`src/rtl/pulse_prescaler_pkg.sv`:
```
// Shared constants and helpers for the pulse prescaler
// and the synchroniser front end it is built from.
package pulse_prescaler_pkg;

  localparam int PRESCALER_MIN_SYNC = 2;

  typedef enum logic [1:0] {
    APPLY_NONE,
    APPLY_TERM,
    APPLY_IDLE
  } apply_e;

  function automatic int unsigned reset_cnt(
    input int unsigned ratio
  );
    return (ratio == 0) ? 0 : ratio - 1;
  endfunction

endpackage

```
`src/rtl/pulse_prescaler_sync_edge.sv`:
```
// Synchroniser chain plus registered rising-edge strobe,
// shared by the frequency-counter input channels.
module pulse_sync_edge
  import pulse_prescaler_pkg::*;
#(
  parameter int SYNC_STAGES = 2
) (
  input  logic clk,
  input  logic rst,
  input  logic sig_in,
  output logic edge_stb
);

  localparam int NSYNC =
    (SYNC_STAGES < PRESCALER_MIN_SYNC) ?
    PRESCALER_MIN_SYNC : SYNC_STAGES;

  logic [NSYNC-1:0] sync;
  logic             hist;

  // Resample, keep one cycle of history, strobe on 0->1.
  always_ff @(posedge clk) begin
    if (rst) begin
      sync     <= '0;
      hist     <= 1'b0;
      edge_stb <= 1'b0;
    end else begin
      sync     <= {sync[NSYNC-2:0], sig_in};
      hist     <= sync[NSYNC-1];
      edge_stb <= sync[NSYNC-1] & ~hist;
    end
  end

endmodule

```
`src/rtl/pulse_prescaler.sv`:
```
// Runtime-programmable edge-rate divider: strobe every
// N detected rising edges plus a half-rate square output.
module pulse_prescaler
  import pulse_prescaler_pkg::*;
#(
  parameter int DIV_W         = 8,
  parameter int DEFAULT_RATIO = 2,
  parameter int SYNC_STAGES   = 2
) (
  input  logic             clk,
  input  logic             rst,
  input  logic             sig_in,
  input  logic             enable,
  input  logic [DIV_W-1:0] div_value,
  input  logic             div_load,
  output logic             div_ack,
  output logic             pulse_out,
  output logic             square_out,
  output logic [DIV_W-1:0] div_active
);

  localparam logic [DIV_W-1:0] RST_DIV =
    DIV_W'(reset_cnt(DEFAULT_RATIO));

  logic             edge_stb;
  logic             tick;
  logic             terminal;
  logic [DIV_W-1:0] cnt;
  logic [DIV_W-1:0] cnt_nxt;
  logic [DIV_W-1:0] pend_val;
  logic [DIV_W-1:0] pend_nxt;
  logic             pend_flag;
  logic             pend_flag_nxt;
  logic [DIV_W-1:0] new_val;
  logic [DIV_W-1:0] active_nxt;
  logic             pulse_nxt;
  logic             square_nxt;
  logic             ack_nxt;
  apply_e           apply;

  pulse_sync_edge #(
    .SYNC_STAGES(SYNC_STAGES)
  ) u_sync (
    .clk     (clk),
    .rst     (rst),
    .sig_in  (sig_in),
    .edge_stb(edge_stb)
  );

  assign tick     = edge_stb & enable;
  assign terminal = tick & (cnt == '0);
  // A load in the applying cycle is newer than the shadow.
  assign new_val  = div_load ? div_value : pend_val;

  // Pick the boundary at which a requested ratio lands.
  always_comb begin
    apply = APPLY_NONE;
    unique case (1'b1)
      terminal: begin
        if (div_load | pend_flag)
          apply = APPLY_TERM;
      end
      !enable: begin
        if (pend_flag)
          apply = APPLY_IDLE;
      end
      default: apply = APPLY_NONE;
    endcase
  end

  // Counter, shadow register and output next-state.
  always_comb begin
    cnt_nxt       = cnt;
    pend_nxt      = pend_val;
    pend_flag_nxt = pend_flag;
    active_nxt    = div_active;
    pulse_nxt     = 1'b0;
    square_nxt    = square_out;
    ack_nxt       = 1'b0;

    if (div_load) begin
      pend_nxt      = div_value;
      pend_flag_nxt = 1'b1;
    end

    if (tick) begin
      cnt_nxt = terminal ?
        div_active : cnt - DIV_W'(1);
    end

    if (terminal) begin
      pulse_nxt  = 1'b1;
      square_nxt = ~square_out;
    end

    unique case (apply)
      APPLY_TERM, APPLY_IDLE: begin
        cnt_nxt       = new_val;
        active_nxt    = new_val;
        pend_flag_nxt = 1'b0;
        ack_nxt       = 1'b1;
      end
      default: begin
      end
    endcase
  end

  // State and registered outputs.
  always_ff @(posedge clk) begin
    if (rst) begin
      cnt        <= RST_DIV;
      div_active <= RST_DIV;
      pend_val   <= '0;
      pend_flag  <= 1'b0;
      pulse_out  <= 1'b0;
      square_out <= 1'b0;
      div_ack    <= 1'b0;
    end else begin
      cnt        <= cnt_nxt;
      div_active <= active_nxt;
      pend_val   <= pend_nxt;
      pend_flag  <= pend_flag_nxt;
      pulse_out  <= pulse_nxt;
      square_out <= square_nxt;
      div_ack    <= ack_nxt;
    end
  end

endmodule

```
`config.mk`:
```
export PLATFORM = sky130hd
export DESIGN_NAME = pulse_prescaler
export DESIGN_NICKNAME = d
export VERILOG_FILES = /design/src/rtl/pulse_prescaler_pkg.sv /design/src/rtl/pulse_prescaler_sync_edge.sv /design/src/rtl/pulse_prescaler.sv
export SDC_FILE = /design/constraint.sdc
export NUM_CORES = 1
export LEC_CHECK = 0
export ABC_CLOCK_PERIOD_IN_PS = 3200
export BUFFER_PORTS_ARGS = -buffer_cell sky130_fd_sc_hd__buf_2
export CAP_MARGIN = 20
export CORE_ASPECT_RATIO = 1.4
export CORE_UTILIZATION = 35
export CTS_BUF_LIST = sky130_fd_sc_hd__clkbuf_2 sky130_fd_sc_hd__clkbuf_4 sky130_fd_sc_hd__clkbuf_8
export DETAILED_ROUTE_END_ITERATION = 7
export MAX_ROUTING_LAYER = met4
export SETUP_SLACK_MARGIN = 0.1
export SYNTH_ARGS = -nofsm -noshare
export SYNTH_HDL_FRONTEND = slang
export SYNTH_HIERARCHICAL = 1
export SYNTH_SLANG_ARGS = --single-unit
export TNS_END_PERCENT = 30
```
`constraint.sdc`:
```
create_clock -name clk -period 3.2 [get_ports clk]
set_input_delay 0.48 -clock clk [delete_from_list [all_inputs] [get_ports clk]]
set_output_delay 0.48 -clock clk [all_outputs]
set_load 0.02 [all_outputs]
```
After elaboration in Yosys (flattened, before gate mapping)
Index checks and enable logic that the tools add are counted.
- div/mod/pow operators: 0
- add/sub/neg operators: 1
- reductions and logical operators: 5
- multiply operators: 0
- shift operators: 0
- bitwise logic cells: 6
- eq/ne operators: 2
- magnitude comparators: 0
- muxes and demuxes: 10
- operators with widths (operator ; number):
    $mux 8 ; 4
    $logic_not 8->1 ; 1
    $sub 8x1->8 const B ; 1
    $mux 2 ; 2
    $pmux 2 s2 ; 1
    $and 1x1->1 ; 3
    $mux 1 ; 3
    $reduce_or 3->1 ; 1
    $eq 2x1->1 const B ; 1
    $eq 2x2->1 const B ; 1
    $not 1->1 ; 2
    $reduce_bool 2->1 ; 1
    $reduce_or 2->1 ; 1
    $logic_not 1->1 ; 1
    $or 1x1->1 ; 1
- memory bits (read-only): 0
- output and inout bits: 11
- latch bits: 0
- register bits: 32
- logic and storage cells: 34
- memories: 0
- input bits: 13
- memory bits (writable): 0

Depth between registers and ports, before layout
- depth in word-level cells: 6
- mapped depth: 10
- gate-level depth less buffers: 10

By module
Netlist, hierarchy kept.
- modules (own cells, without submodules) (module ; area each (um^2) ; instances ; cells each ; sequential area each (um^2)):
    pulse_prescaler ; 1273.7 ; 1 ; 140 ; 560.5
    pulse_sync_edge ; 111.4 ; 1 ; 8 ; 80.1

Worst setup path after synthesis
No wires, ideal clock.
- path kind: register -> register
- start point: register cnt[0]
- end point: register cnt[0]
- stages on the path, launching flop included: 11
- required time: 3.074 ns
- buffers on the path: 1
- arrival time: 2.430 ns
- library setup time: 0.126 ns
- setup slack: 0.644 ns
- period minus slack after synthesis: 2.556 ns
- cell sequence: dfxtp_1 inv_1 ha_1 or4b_4 nor3_2 o21ai_0 ha_1 clkbuf_1 nor2_1 a311oi_1 o21ai_1
- word-level cells in the longest chain between the ends: 6
- elaborated cells on any way between the ends: 11
- classes of those cells: add/sub: 1; eq/ne: 2; mux: 4; bitwise: 1; reduce/logical: 3
- ends and longest elaborated chain (what ; RTL line ; text):
    start: declaration ; pulse_prescaler.sv:28 ; logic [DIV_W-1:0] cnt;
    start signal: assignment ; pulse_prescaler.sv:119 ; cnt <= cnt_nxt;
    branches (longest 6 deep; another with $sub 8x1->8) ; - ;
Parallel ways; which one is timed is not known. The select of a mux whose other input is x is not followed.
A chain may end at the register's enable or synchronous reset.

Worst setup path in the final report
- start point: register cnt[0]
- end point: register cnt[5]
The elaborated chain is that of the path after synthesis.

==> results.sh <==
export IMPL_globalplace_congestion=0.8942
export IMPL_yosysUniqueCellTypes=38
export IMPL_antenna_left=0
export IMPL_die_h_microns=76.43
export IMPL_cts_tree="yes"
export IMPL_layout_commonest_cell="dfxtp_1"
export IMPL_slew_violations=0
export IMPL_cts_buffers_inserted=5
export IMPL_clock_latency_ns=0.29
export IMPL_postSynth_asyncResetShare_pct=0
export IMPL_port_buffers=23
export IMPL_synth_warning_count=6
export IMPL_p_comb_share_pct=11.9
export IMPL_ys_seq_elements=32
export IMPL_avgSynthCellArea_sq_um=9.359
export IMPL_vias=1138
export IMPL_setup_viol_count_final=0
export IMPL_num_rows=26
export IMPL_p_int_uw=658.3
export IMPL_syn2layout_area_growth_pct=18.88
export IMPL_report_final_hold_viol_count=0
export IMPL_hold_path_class="reg2reg"
export IMPL_synth_edf_count=0
export IMPL_firstDrtPassIters=4
export IMPL_die_x_microns=55.17
export IMPL_cts_path_max_buffers=2
export IMPL_postCtsSetupRepairBufs=0
export IMPL_grt_max_degree=30
export IMPL_drive_gt1_share_pct=25.57
export IMPL_setup_worst_path_start_class="flip-flop"
export IMPL_swShare_pct=24.67
export IMPL_critPathRequiredTime_ns=3.40
export IMPL_max_freq_mhz=368.1
export IMPL_slew_headroom_pct=68.26
export IMPL_outcome="finished clean"
export IMPL_p_leak_uw=0.0006930
export IMPL_via_per_inst=5.220
export IMPL_track_usage_pct=16.48
export IMPL_h_tree_depth=2
export IMPL_rsz0062_at_grt="false"
export IMPL_fin_skew_ns=0.005406
export IMPL_ios=24
export IMPL_fin_crit_sh_pct=84.90
export IMPL_core_area_sq_mm=0.003709
export IMPL_drc=0
export IMPL_clock_power_share_pct=38.1
export IMPL_die_area_sq_mm=0.004216
export IMPL_cp_end_kind="flip-flop"
export IMPL_grt_pass1_vias=1102
export IMPL_routed_wl_microns=2949
export IMPL_synthFlopType="dfxtp_1"
export IMPL_dp_slack_ns=0.4785
export IMPL_worst_slew_pin_slew_ns=0.4761
export IMPL_start_util_pct=37.35
export IMPL_worstSetupPathType="reg2reg"
export IMPL_cap_violations=0
export IMPL_power_frac_seq_pct=50.1
export IMPL_hpwl_microns=2161
export IMPL_synthCells=148
export IMPL_slowest_stage="or4b_4"
export IMPL_fillCellCount=395
export IMPL_cts_root_buf="clkbuf_8"
export IMPL_layout_setup_ws_ns=0.4832
export IMPL_final_core_util_pct=44.40
export IMPL_nNetsFinal=191
export IMPL_antennaDiodeCount=0
export IMPL_net_switching_power_uw=215.6
export IMPL_max_vdd_ir_drop_mv=0.3258
export IMPL_mostFrequentLayoutCells="dfxtp_1 (32), buf_2 (23), nor2_1 (14)"
export IMPL_crit_fanout=7
export IMPL_postCtsHoldBufs=0
export IMPL_drtIter0Drc=81
export IMPL_synth_seq_area_share_pct=46.25
export IMPL_ctsResizeCount=0
export IMPL_max_stage_delay_ns=0.52
export IMPL_synthesis_nets=164
export IMPL_antenna_found_initial=0
export IMPL_period_minus_slack_ns=2.717
export IMPL_crit_chain="inv_1 -> ha_1 -> or4b_4 -> nor3_2 -> o21ai_0 -> ha_1 -> inv_1 -> or3_1 -> o31ai_1"
export IMPL_crit_arrival_ns=2.92
export IMPL_path_clk_slew_ns=0.06
export IMPL_clock_sinks=32
export IMPL_tns_ns=0
export IMPL_grt_remaining_overflow=0
export IMPL_power_density_mw_per_mm2=530.7
export IMPL_netlist_area_sq_mm=0.001385
export IMPL_grt_first_pass_wirelength_microns=4850
export IMPL_wl_per_cell_microns=13.53
[cells by family (layout without fill, tap and decap cells)]
group / Yosys count / in the layout / share of synthesized area, %
adder cells (fa/ha/maj): 3 / 3 / 2.710
XOR/XNOR: 3 / 3 / 1.897
flip-flops: 32 / 32 / 46.25
buffers and inverters: 15 / 43 / 4.065
multiplexers: 12 / 12 / 9.124
AO/OA/AOI/OAI: 31 / 31 / 14.09
AND/OR/NAND/NOR: 52 / 52 / 21.86
[power by group through the flow]
| stage | Sequential (uW) | Combinational (uW) | Clock (uW) |
|---|---|---|---|
| global route | 440 | 115 | 360 |
| global placement | 445 | 102 | 0 |
| floorplan | 449 | 66.0 | 0 |
| detailed placement | 446 | 105 | 0 |
| finish | 437 | 104 | 333 |
| CTS | 437 | 105 | 343 |
[synthesized netlist by cell type (2+ instances only)]
| cell | number | area share [%] |
|---|---|---|
| mux2i_1 | 7 | 5.1 |
| ha_1 | 3 | 2.7 |
| nor3_1 | 5 | 1.8 |
| clkbuf_1 | 5 | 1.4 |
| or2_2 | 3 | 1.4 |
| nor2_1 | 14 | 3.8 |
| a21oi_1 | 11 | 4.0 |
| a31oi_1 | 3 | 1.4 |
| o31ai_1 | 2 | 1.1 |
| o21bai_1 | 3 | 1.6 |
| nor2b_1 | 7 | 3.2 |
| o21a_1 | 2 | 1.1 |
| or3_1 | 3 | 1.4 |
| mux2_2 | 5 | 4.1 |
| nand2_1 | 7 | 1.9 |
| o21ai_0 | 3 | 1.1 |
| dfxtp_1 | 32 | 46 |
| inv_1 | 10 | 2.7 |
| nand3_1 | 3 | 1.1 |
| xnor2_1 | 2 | 1.3 |
[worst paths after layout]
| path | from | end | slack, ns | cells past startpoint |
|---|---|---|---|---|
| setup / recovery | cnt[0]$_SDFFE_PP1P_ | cnt[5]$_SDFFE_PP0P_ | 0.48 | 9 |
| hold / removal | u_sync/hist$_SDFF_PP0_ | u_sync/edge_stb$_SDFF_PP0_ | 0.40 | 1 |
| setup reg to reg | cnt[0]$_SDFFE_PP1P_ | cnt[5]$_SDFFE_PP0P_ | 0.48 | 9 |
| hold reg to reg | u_sync/hist$_SDFF_PP0_ | u_sync/edge_stb$_SDFF_PP0_ | 0.40 | 1 |
[flip-flops by register name, summed over array words and instances, names as in the netlist]
| name | count |
|---|---|
| pulse_out | 1 |
| u_sync/edge_stb | 1 |
| pend_flag | 1 |
| u_sync/sync | 2 |
| cnt | 8 |
| div_active | 8 |
| square_out | 1 |
| u_sync/hist | 1 |
| pend_val | 8 |
| div_ack | 1 |
[per-layer routing]
metal	wire, microns	vias to the layer above	share of wire, %	track usage (%)
li1	-	570	-	-
met1	1257	538	43	18.34
met2	1483	21	50	24.94
met3	117	9	4.0	5.389
met4	90	0	3.1	9.000
met5	0	-	0	-
[layout make-up]
cell class	count	area, sq um	area share (%)
clock buffers	8	97.59	5.927
well taps	42	52.55	3.191
inverters	10	37.54	2.280
flip-flops and latches	32	640.6	38.91
multi-input cells	101	688.2	41.79
repair buffers	25	130.1	7.903
[worst max-delay path: cells and delay by family (launching register included)]
family | cells | cell delay, ns
buf+inv | 2 | 0.20
compound gates | 2 | 0.40
fa+ha+maj | 2 | 0.55
flops | 1 | 0.33
simple gates | 3 | 1.17
[stage by stage]
step                hold slack (ns)  power (uW)  instances  cell area, sq um
floorplan                    0.3868       515.5        148              1385
global placement             0.3958       547.7        210              1549
detailed placement           0.3958       550.7        210              1549
CTS                          0.4022       884.9        218              1647
global route                 0.4116       914.8        218              1647
finish                       0.4029       873.9        218              1647
No activity file was read; power rests on OpenSTA's default activity.
